**config.mk**
```make
export PLATFORM = sky130hd
export DESIGN_NAME = gmii_tx_frame_arbiter
export DESIGN_NICKNAME = d
export VERILOG_FILES = /design/src/rtl/gmii_tx_frame_arbiter.sv
export SDC_FILE = /design/constraint.sdc
export NUM_CORES = 1
export LEC_CHECK = 0
export ABC_AREA = 1
export BUFFER_PORTS_ARGS = -buffer_cell sky130_fd_sc_hd__buf_2
export CORE_ASPECT_RATIO = 2
export CORE_MARGIN = 2
export CORE_UTILIZATION = 40
export CTS_BUF_LIST = sky130_fd_sc_hd__clkbuf_8
export DETAILED_ROUTE_END_ITERATION = 10
export PLACE_DENSITY = 0.74
export SYNTH_ARGS = -nofsm -noshare
export SYNTH_HDL_FRONTEND = slang
export SYNTH_SLANG_ARGS = --single-unit
```
**constraint.sdc**
```tcl
create_clock -name gmii_tx_clk -period 1.35 [get_ports gmii_tx_clk]
set_input_delay 0.3375 -clock gmii_tx_clk [delete_from_list [all_inputs] [get_ports gmii_tx_clk]]
set_output_delay 0.3375 -clock gmii_tx_clk [all_outputs]
set_load 0.005 [all_outputs]
```
**src/rtl/gmii_tx_frame_arbiter.sv**
```systemverilog
// gmii_tx_frame_arbiter
// Frame-level round-robin arbiter for two byte-stream sources sharing one
// GMII transmit port. The block prepends the preamble and SFD, streams the
// granted frame, and holds an inter-frame gap before the next grant.
//
// Build option: define TX_UNDERRUN_ER_EN to flag an underrun on the wire.
// The aborted frame then ends with one dv=1/er=1/data=0x00 cycle. Without the
// macro, an underrun only truncates the frame and gmii_tx_er is tied low.
//
// state | meaning
// IDLE  | no frame in progress, waiting for a source request
// PRE   | sending PREAMBLE_LEN bytes of 0x55
// SFD   | sending the 0xD5 start-of-frame delimiter
// DATA  | passing bytes through from the granted source
// IFG   | IFG_CYCLES clocks of idle line before re-arbitrating
module gmii_tx_frame_arbiter #(
    parameter int PREAMBLE_LEN = 7,
    parameter int IFG_CYCLES   = 12
) (
    input  logic       gmii_tx_clk,
    input  logic       sys_rst,
    input  logic [7:0] s0_data,
    input  logic       s0_valid,
    input  logic       s0_last,
    output logic       s0_ready,
    input  logic [7:0] s1_data,
    input  logic       s1_valid,
    input  logic       s1_last,
    output logic       s1_ready,
    output logic [7:0] gmii_tx_data,
    output logic       gmii_tx_dv,
    output logic       gmii_tx_er,
    output logic       tx_busy,
    output logic       frame_done,
    output logic       tx_underrun
);

    typedef enum logic [2:0] {
        IDLE = 3'd0,
        PRE  = 3'd1,
        SFD  = 3'd2,
        DATA = 3'd3,
        IFG  = 3'd4
    } state_t;

    // Counter is 6 bits so it covers the largest gap (63) and preamble (15).
    localparam logic [5:0] PRE_TC = 6'(PREAMBLE_LEN - 1);
    localparam logic [5:0] IFG_TC = 6'(IFG_CYCLES - 1);

    state_t     state;
    logic [5:0] cnt;
    logic       grant;
    logic       last_grant;
    logic       req_pick;
    logic [7:0] sel_data;
    logic       sel_valid;
    logic       sel_last;
`ifdef TX_UNDERRUN_ER_EN
    logic       er_q;
`endif

    // When both sources request, the one that did not win last time goes next.
    assign req_pick = (s0_valid && s1_valid) ? ~last_grant : s1_valid;

    // Byte-stream view of whichever source currently holds the grant.
    assign sel_data  = grant ? s1_data  : s0_data;
    assign sel_valid = grant ? s1_valid : s0_valid;
    assign sel_last  = grant ? s1_last  : s0_last;

    // Only the granted source is ever accepted, and only while streaming.
    assign s0_ready = (state == DATA) && !grant;
    assign s1_ready = (state == DATA) &&  grant;
    assign tx_busy  = (state != IDLE);

`ifdef TX_UNDERRUN_ER_EN
    assign gmii_tx_er = er_q;
`else
    assign gmii_tx_er = 1'b0;
`endif

    // Frame sequencer: arbitration, preamble/SFD, data pass-through and gap.
    always_ff @(posedge gmii_tx_clk or posedge sys_rst) begin
        if (sys_rst) begin
            state        <= IDLE;
            cnt          <= '0;
            grant        <= 1'b0;
            last_grant   <= 1'b1;
            gmii_tx_data <= '0;
            gmii_tx_dv   <= 1'b0;
            frame_done   <= 1'b0;
            tx_underrun  <= 1'b0;
`ifdef TX_UNDERRUN_ER_EN
            er_q         <= 1'b0;
`endif
        end else begin
            frame_done  <= 1'b0;
            tx_underrun <= 1'b0;
`ifdef TX_UNDERRUN_ER_EN
            er_q        <= 1'b0;
`endif
            case (state)
                IDLE: begin
                    gmii_tx_dv   <= 1'b0;
                    gmii_tx_data <= 8'h00;
                    if (s0_valid || s1_valid) begin
                        grant      <= req_pick;
                        last_grant <= req_pick;
                        cnt        <= '0;
                        state      <= PRE;
                    end
                end
                PRE: begin
                    gmii_tx_dv   <= 1'b1;
                    gmii_tx_data <= 8'h55;
                    if (cnt == PRE_TC) begin
                        cnt   <= '0;
                        state <= SFD;
                    end else begin
                        cnt <= cnt + 6'd1;
                    end
                end
                SFD: begin
                    gmii_tx_dv   <= 1'b1;
                    gmii_tx_data <= 8'hD5;
                    cnt          <= '0;
                    state        <= DATA;
                end
                DATA: begin
                    cnt <= '0;
                    if (sel_valid) begin
                        gmii_tx_dv   <= 1'b1;
                        gmii_tx_data <= sel_data;
                        if (sel_last) begin
                            frame_done <= 1'b1;
                            state      <= IFG;
                        end
                    end else begin
                        // Source starved mid-frame: abandon it, never resume.
                        tx_underrun  <= 1'b1;
                        gmii_tx_data <= 8'h00;
                        state        <= IFG;
`ifdef TX_UNDERRUN_ER_EN
                        gmii_tx_dv   <= 1'b1;
                        er_q         <= 1'b1;
`else
                        gmii_tx_dv   <= 1'b0;
`endif
                    end
                end
                IFG: begin
                    gmii_tx_dv   <= 1'b0;
                    gmii_tx_data <= 8'h00;
                    if (cnt == IFG_TC) begin
                        cnt   <= '0;
                        state <= IDLE;
                    end else begin
                        cnt <= cnt + 6'd1;
                    end
                end
                default: begin
                    gmii_tx_dv   <= 1'b0;
                    gmii_tx_data <= 8'h00;
                    cnt          <= '0;
                    state        <= IDLE;
                end
            endcase
        end
    end

endmodule

```
==> impl_results.html <==
<table>
<tr><th>Metric</th><th>Value</th></tr>
<tr><th colspan="2">Run status</th></tr>
<tr><td>Result of the run</td><td>finished with violations</td></tr>
<tr><td>Violated checks</td><td>setup timing</td></tr>
<tr><th colspan="2">Global routing</th></tr>
<tr><td>Pin count of the biggest net entering global routing</td><td>23</td></tr>
<tr><td>Number of global-route vias before repair</td><td>1137</td></tr>
<tr><td>Overflow left after global routing</td><td>0</td></tr>
<tr><td>Antenna violations before repair</td><td>0</td></tr>
<tr><td>GRT Util Overall</td><td>17.9%</td></tr>
<tr><td>Wire length of the first global-routing pass</td><td>4650 µm</td></tr>
<tr><th colspan="2">Timing</th></tr>
<tr><td>Final setup margin</td><td>-0.137 ns</td></tr>
<tr><td>Endpoints failing setup</td><td>6</td></tr>
<tr><td>Fin. Hold Viols</td><td>0</td></tr>
<tr><td>Skew final</td><td>0.00322 ns</td></tr>
<tr><td>Fin crit period</td><td>about 1.5 ns</td></tr>
<tr><td>Final clock period utilization by the worst path</td><td>110%</td></tr>
<tr><td>Final slew viol count</td><td>0</td></tr>
<tr><td>Setup TNS after final layout</td><td>-0.471 ns</td></tr>
<tr><td>Fmax</td><td>0.672 GHz</td></tr>
<tr><td>Setup repair after global routing missed its margin</td><td>true</td></tr>
<tr><td>Final hold slack</td><td>0.100 ns</td></tr>
<tr><th colspan="2">Power and ir drop</th></tr>
<tr><td>Switching portion of total power</td><td>39.2%</td></tr>
<tr><td>Pwr per Cell Area</td><td>around 1700 nW/µm²</td></tr>
<tr><td>Power after layout</td><td>2.57 mW</td></tr>
<tr><td>Cell Int Power</td><td>1.56 mW</td></tr>
<tr><td>Power share of the sequential group</td><td>38.4%</td></tr>
<tr><td>Clock network fraction of design power</td><td>16.1%</td></tr>
<tr><td>Standby leakage power</td><td>0.843 nW</td></tr>
<tr><td>Psw</td><td>~1 mW</td></tr>
<tr><td>Peak supply drop</td><td>1290 µV</td></tr>
<tr><td>Comb pwr share</td><td>45.5%</td></tr>
<tr><th colspan="2">Synthesis</th></tr>
<tr><td>Post-synthesis cell count</td><td>142</td></tr>
<tr><td>Post-synthesis cell area</td><td>approximately 1100 µm²</td></tr>
<tr><td>Number of enable-type register cells in the synthesized netlist</td><td>0</td></tr>
<tr><td>Share of synthesized flip-flops with an asynchronous set or reset</td><td>100%</td></tr>
<tr><td>Flip-flop and latch count after synthesis</td><td>22</td></tr>
<tr><td>Warning count from the yosys run</td><td>0</td></tr>
<tr><td>Most instantiated cells after synthesis</td><td>nand2_1, dfrtp_1, inv_1, nand3_1</td></tr>
<tr><td>Portion of synthesized cell area occupied by the leading cell type</td><td>45.9%</td></tr>
<tr><td>Most instantiated flip-flop cell in the synthesis netlist</td><td>dfrtp_1</td></tr>
<tr><td>Nets in the synthesized netlist</td><td>166</td></tr>
<tr><td>Cell types occupying the most area after synthesis</td><td>dfrtp_1, nand2_1, nand3_1</td></tr>
<tr><td>Yosys cell types</td><td>20</td></tr>
<tr><td>Library cell with the highest instance count after synthesis</td><td>nand2_1</td></tr>
<tr><td>Seq/Total Area, Yosys</td><td>48.2%</td></tr>
<tr><td>Leading area contributor after synthesis</td><td>dfrtp_1</td></tr>
<tr><td>Mean instance size in the synthesized netlist</td><td>8.06 µm²</td></tr>
<tr><th colspan="2">Placed design</th></tr>
<tr><td>Number of placed instances, taps included</td><td>208</td></tr>
<tr><td>Detailed Place HPWL</td><td>between 2000 and 2500 µm</td></tr>
<tr><td>Setup slack at placement</td><td>-0.0818 ns</td></tr>
<tr><td>IO buf count</td><td>35</td></tr>
<tr><td>Routability congestion estimate from global placement</td><td>0.812</td></tr>
<tr><th colspan="2">Finish</th></tr>
<tr><td>Register cell area after layout</td><td>between 500 and 600 µm²</td></tr>
<tr><td>Layout cells sized above 1</td><td>34.9%</td></tr>
<tr><td>Final Non-Filler Cells</td><td>218</td></tr>
<tr><td>Final-stage net count</td><td>214</td></tr>
<tr><td>Area taken by multi-input logic gates</td><td>523 µm²</td></tr>
<tr><td>Area Growth Syn to Fin</td><td>29.8%</td></tr>
<tr><td>Diode insertion count for antenna repair</td><td>0</td></tr>
<tr><td>Filler cell count in the final layout</td><td>254</td></tr>
<tr><th colspan="2">Floorplan</th></tr>
<tr><td>Effective utilization at floorplan</td><td>a little over two fifths</td></tr>
<tr><td>Chip Height</td><td>about 80 µm</td></tr>
<tr><td>Number of placed I/O pins</td><td>37</td></tr>
<tr><td>Die width</td><td>41.8 µm</td></tr>
<tr><td>Core area</td><td>2740 µm²</td></tr>
<tr><td>Row cnt</td><td>27</td></tr>
<tr><td>Die area</td><td>3330 µm²</td></tr>
<tr><th colspan="2">Drt</th></tr>
<tr><td>Via count normalized by instance count</td><td>5.15</td></tr>
<tr><td>Remaining routing DRC violations</td><td>0</td></tr>
<tr><td>First-pass detailed-route iteration total</td><td>4</td></tr>
<tr><td>Vias after detailed routing</td><td>between 1000 and 1500</td></tr>
<tr><td>Final WL</td><td>approximately 2800 µm</td></tr>
<tr><td>Routed length per instance</td><td>12.7 µm</td></tr>
<tr><td>Number of routed nets with antenna violations</td><td>0</td></tr>
<tr><td>First DRT Iteration DRCs</td><td>22</td></tr>
<tr><th colspan="2">Critical path</th></tr>
<tr><td>Data required time of the critical path</td><td>between 1 and 1.5 ns</td></tr>
<tr><td>Cell family with the largest share of critical-path delay</td><td>flip-flops</td></tr>
<tr><td>Category of the worst setup path capture point</td><td>primary output</td></tr>
<tr><td>Largest fanout on the critical path</td><td>4</td></tr>
<tr><td>Data arrival at the endpoint of the critical path</td><td>approximately 1.2 ns</td></tr>
<tr><td>Critical path launch point type</td><td>flip-flop</td></tr>
<tr><td>Critical path start-end classification</td><td>flip-flop to primary output</td></tr>
<tr><td>Delay of the slowest cell on the worst path</td><td>0.45 ns</td></tr>
<tr><td>Total buffers and inverters traversed by the critical path</td><td>1</td></tr>
<tr><td>Critical path's slowest cell</td><td>dfrtp_2</td></tr>
<tr><td>Series of cell instances along the critical path</td><td>nor2_2 &gt; nand2_2 &gt; buf_2</td></tr>
<tr><th colspan="2">CTS</th></tr>
<tr><td>H-Tree Depth</td><td>1</td></tr>
<tr><td>Clock Tree Root</td><td>clkbuf_8</td></tr>
<tr><td>Clock Pin Slew Worst Setup and Hold Paths</td><td>roughly 0.08 ns</td></tr>
<tr><td>Clock tree from TritonCTS</td><td>done</td></tr>
<tr><td>Later-pin clock latency in the skew report</td><td>0.26 ns</td></tr>
<tr><td>CTS Buf Count</td><td>3</td></tr>
<tr><td>Clock sink total</td><td>22</td></tr>
<tr><td>Clk buf depth</td><td>2</td></tr>
<tr><th colspan="2">Worst hold path</th></tr>
<tr><td>Path category of the worst min-delay check</td><td>input port to async pin</td></tr>
<tr><th colspan="2">Run</th></tr>
<tr><td>Number of max-cap violations</td><td>0</td></tr>
</table>
cell usage in the layout (no fill, tap or decap):
master     n
buf_2     35
o21ai_2    1
clkbuf_8   3
inv_1     20
a21oi_2    1
dfstp_2    1
o21ai_0    8
nand3_1   15
conb_1     1
nor2_4     2
xor2_1     1
a21oi_1    3
nor2_1     6
inv_2      2
nand2_2    3
nand3_2    1
dfrtp_1   20
mux2i_1    5
nor3_2     1
ha_1       1
ha_2       1
o211ai_1   3
buf_4     10
o21bai_1   1
nand2_1   39
nor2_2     4
dfrtp_2    1
sequential cells by signal (all words and copies together) (netlist names):
signal and flops:
gmii_tx_data 8, grant 1, gmii_tx_dv 1, cnt 6, last_grant 1, frame_done 1, state 3, tx_underrun 1
worst min-delay path, stage by stage:
cell and delay (ns):
buf_2 0.09, inv_1 0.04, buf_4 0.28
what timing repair did:
| action | 4_1_cts | 5_1_grt |
|---|---|---|
| endpoints found under the setup margin | 8 | 13 |
| pin swaps | 3 | 1 |
| setup buffers | 4 | 2 |
| hold buffers | 0 | 0 |
| gates resized for setup | 7 | 3 |
kinds of logic after synthesis:
family | count (synthesis) | share of synthesized area, %
AOI/OAI and AO/OA | 17 | 8.63
xor gates and xnor gates | 1 | 0.765
adders and majority gates | 2 | 2.19
buffers and inverters | 23 | 8.20
DFF | 22 | 48.2
muxes | 5 | 4.37
other | 1 | 0.328
and+or+nand+nor | 71 | 27.3
power by group through the flow:
stage / Clock [mW] / Combinational, mW / Sequential [mW]
after global routing: 0.451 / 1.33 / 1.01
final: 0.413 / 1.17 / 0.989
after CTS: 0.418 / 1.15 / 0.984
after floorplan: 0 / 0.653 / 1.00
after global placement: 0 / 1.00 / 0.997
after detailed placement: 0 / 1.04 / 1.01
stage by stage:
step,utilization [%],instance area [µm²]
floorplan,-,1140
global placement,50.1,1370
detailed placement,50.1,1370
CTS,53.6,1470
global route,54.3,1490
finish,54.3,1490
area by class of cell:
class | instances | share of cell area (%)
Timing Repair Buffer | 45 | 16.8
Tap cell | 29 | 2.44
Inverter | 21 | 5.30
Clock buffer | 3 | 2.78
Sequential cell | 22 | 37.2
Clock inverter | 1 | 0.253
Multi-Input combinational cell | 97 | 35.2
routing by layer:
metal	part of all wire (%)	track usage (%)	up-vias
li1	-	-	539
met1	34	17.0	537
met2	60	35.3	38
met3	3.5	2.04	9
met5	0	0	-
met4	2.9	9.68	0
worst paths after layout:
path / slack, ns / to / depth (start not counted) / from
worst min register to register: 0.49 / last_grant$_DFFE_PP1P_ / 2 / last_grant$_DFFE_PP1P_
worst min-delay path: 0.10 / cnt[0]$_DFFE_PP0P_ / 3 / sys_rst
worst max-delay path: -0.14 / tx_busy / 3 / state[2]$_DFFE_PP0P_
worst max register to register: -0.07 / state[2]$_DFFE_PP0P_ / 7 / state[1]$_DFFE_PP0P_
max in group asynchronous: 0.97 / last_grant$_DFFE_PP1P_ / 3 / sys_rst
min in group gmii_tx_clk: 0.31 / gmii_tx_data[3]$_DFF_PP0_ / 3 / s0_data[3]
Power figures use the tool's default switching activity.
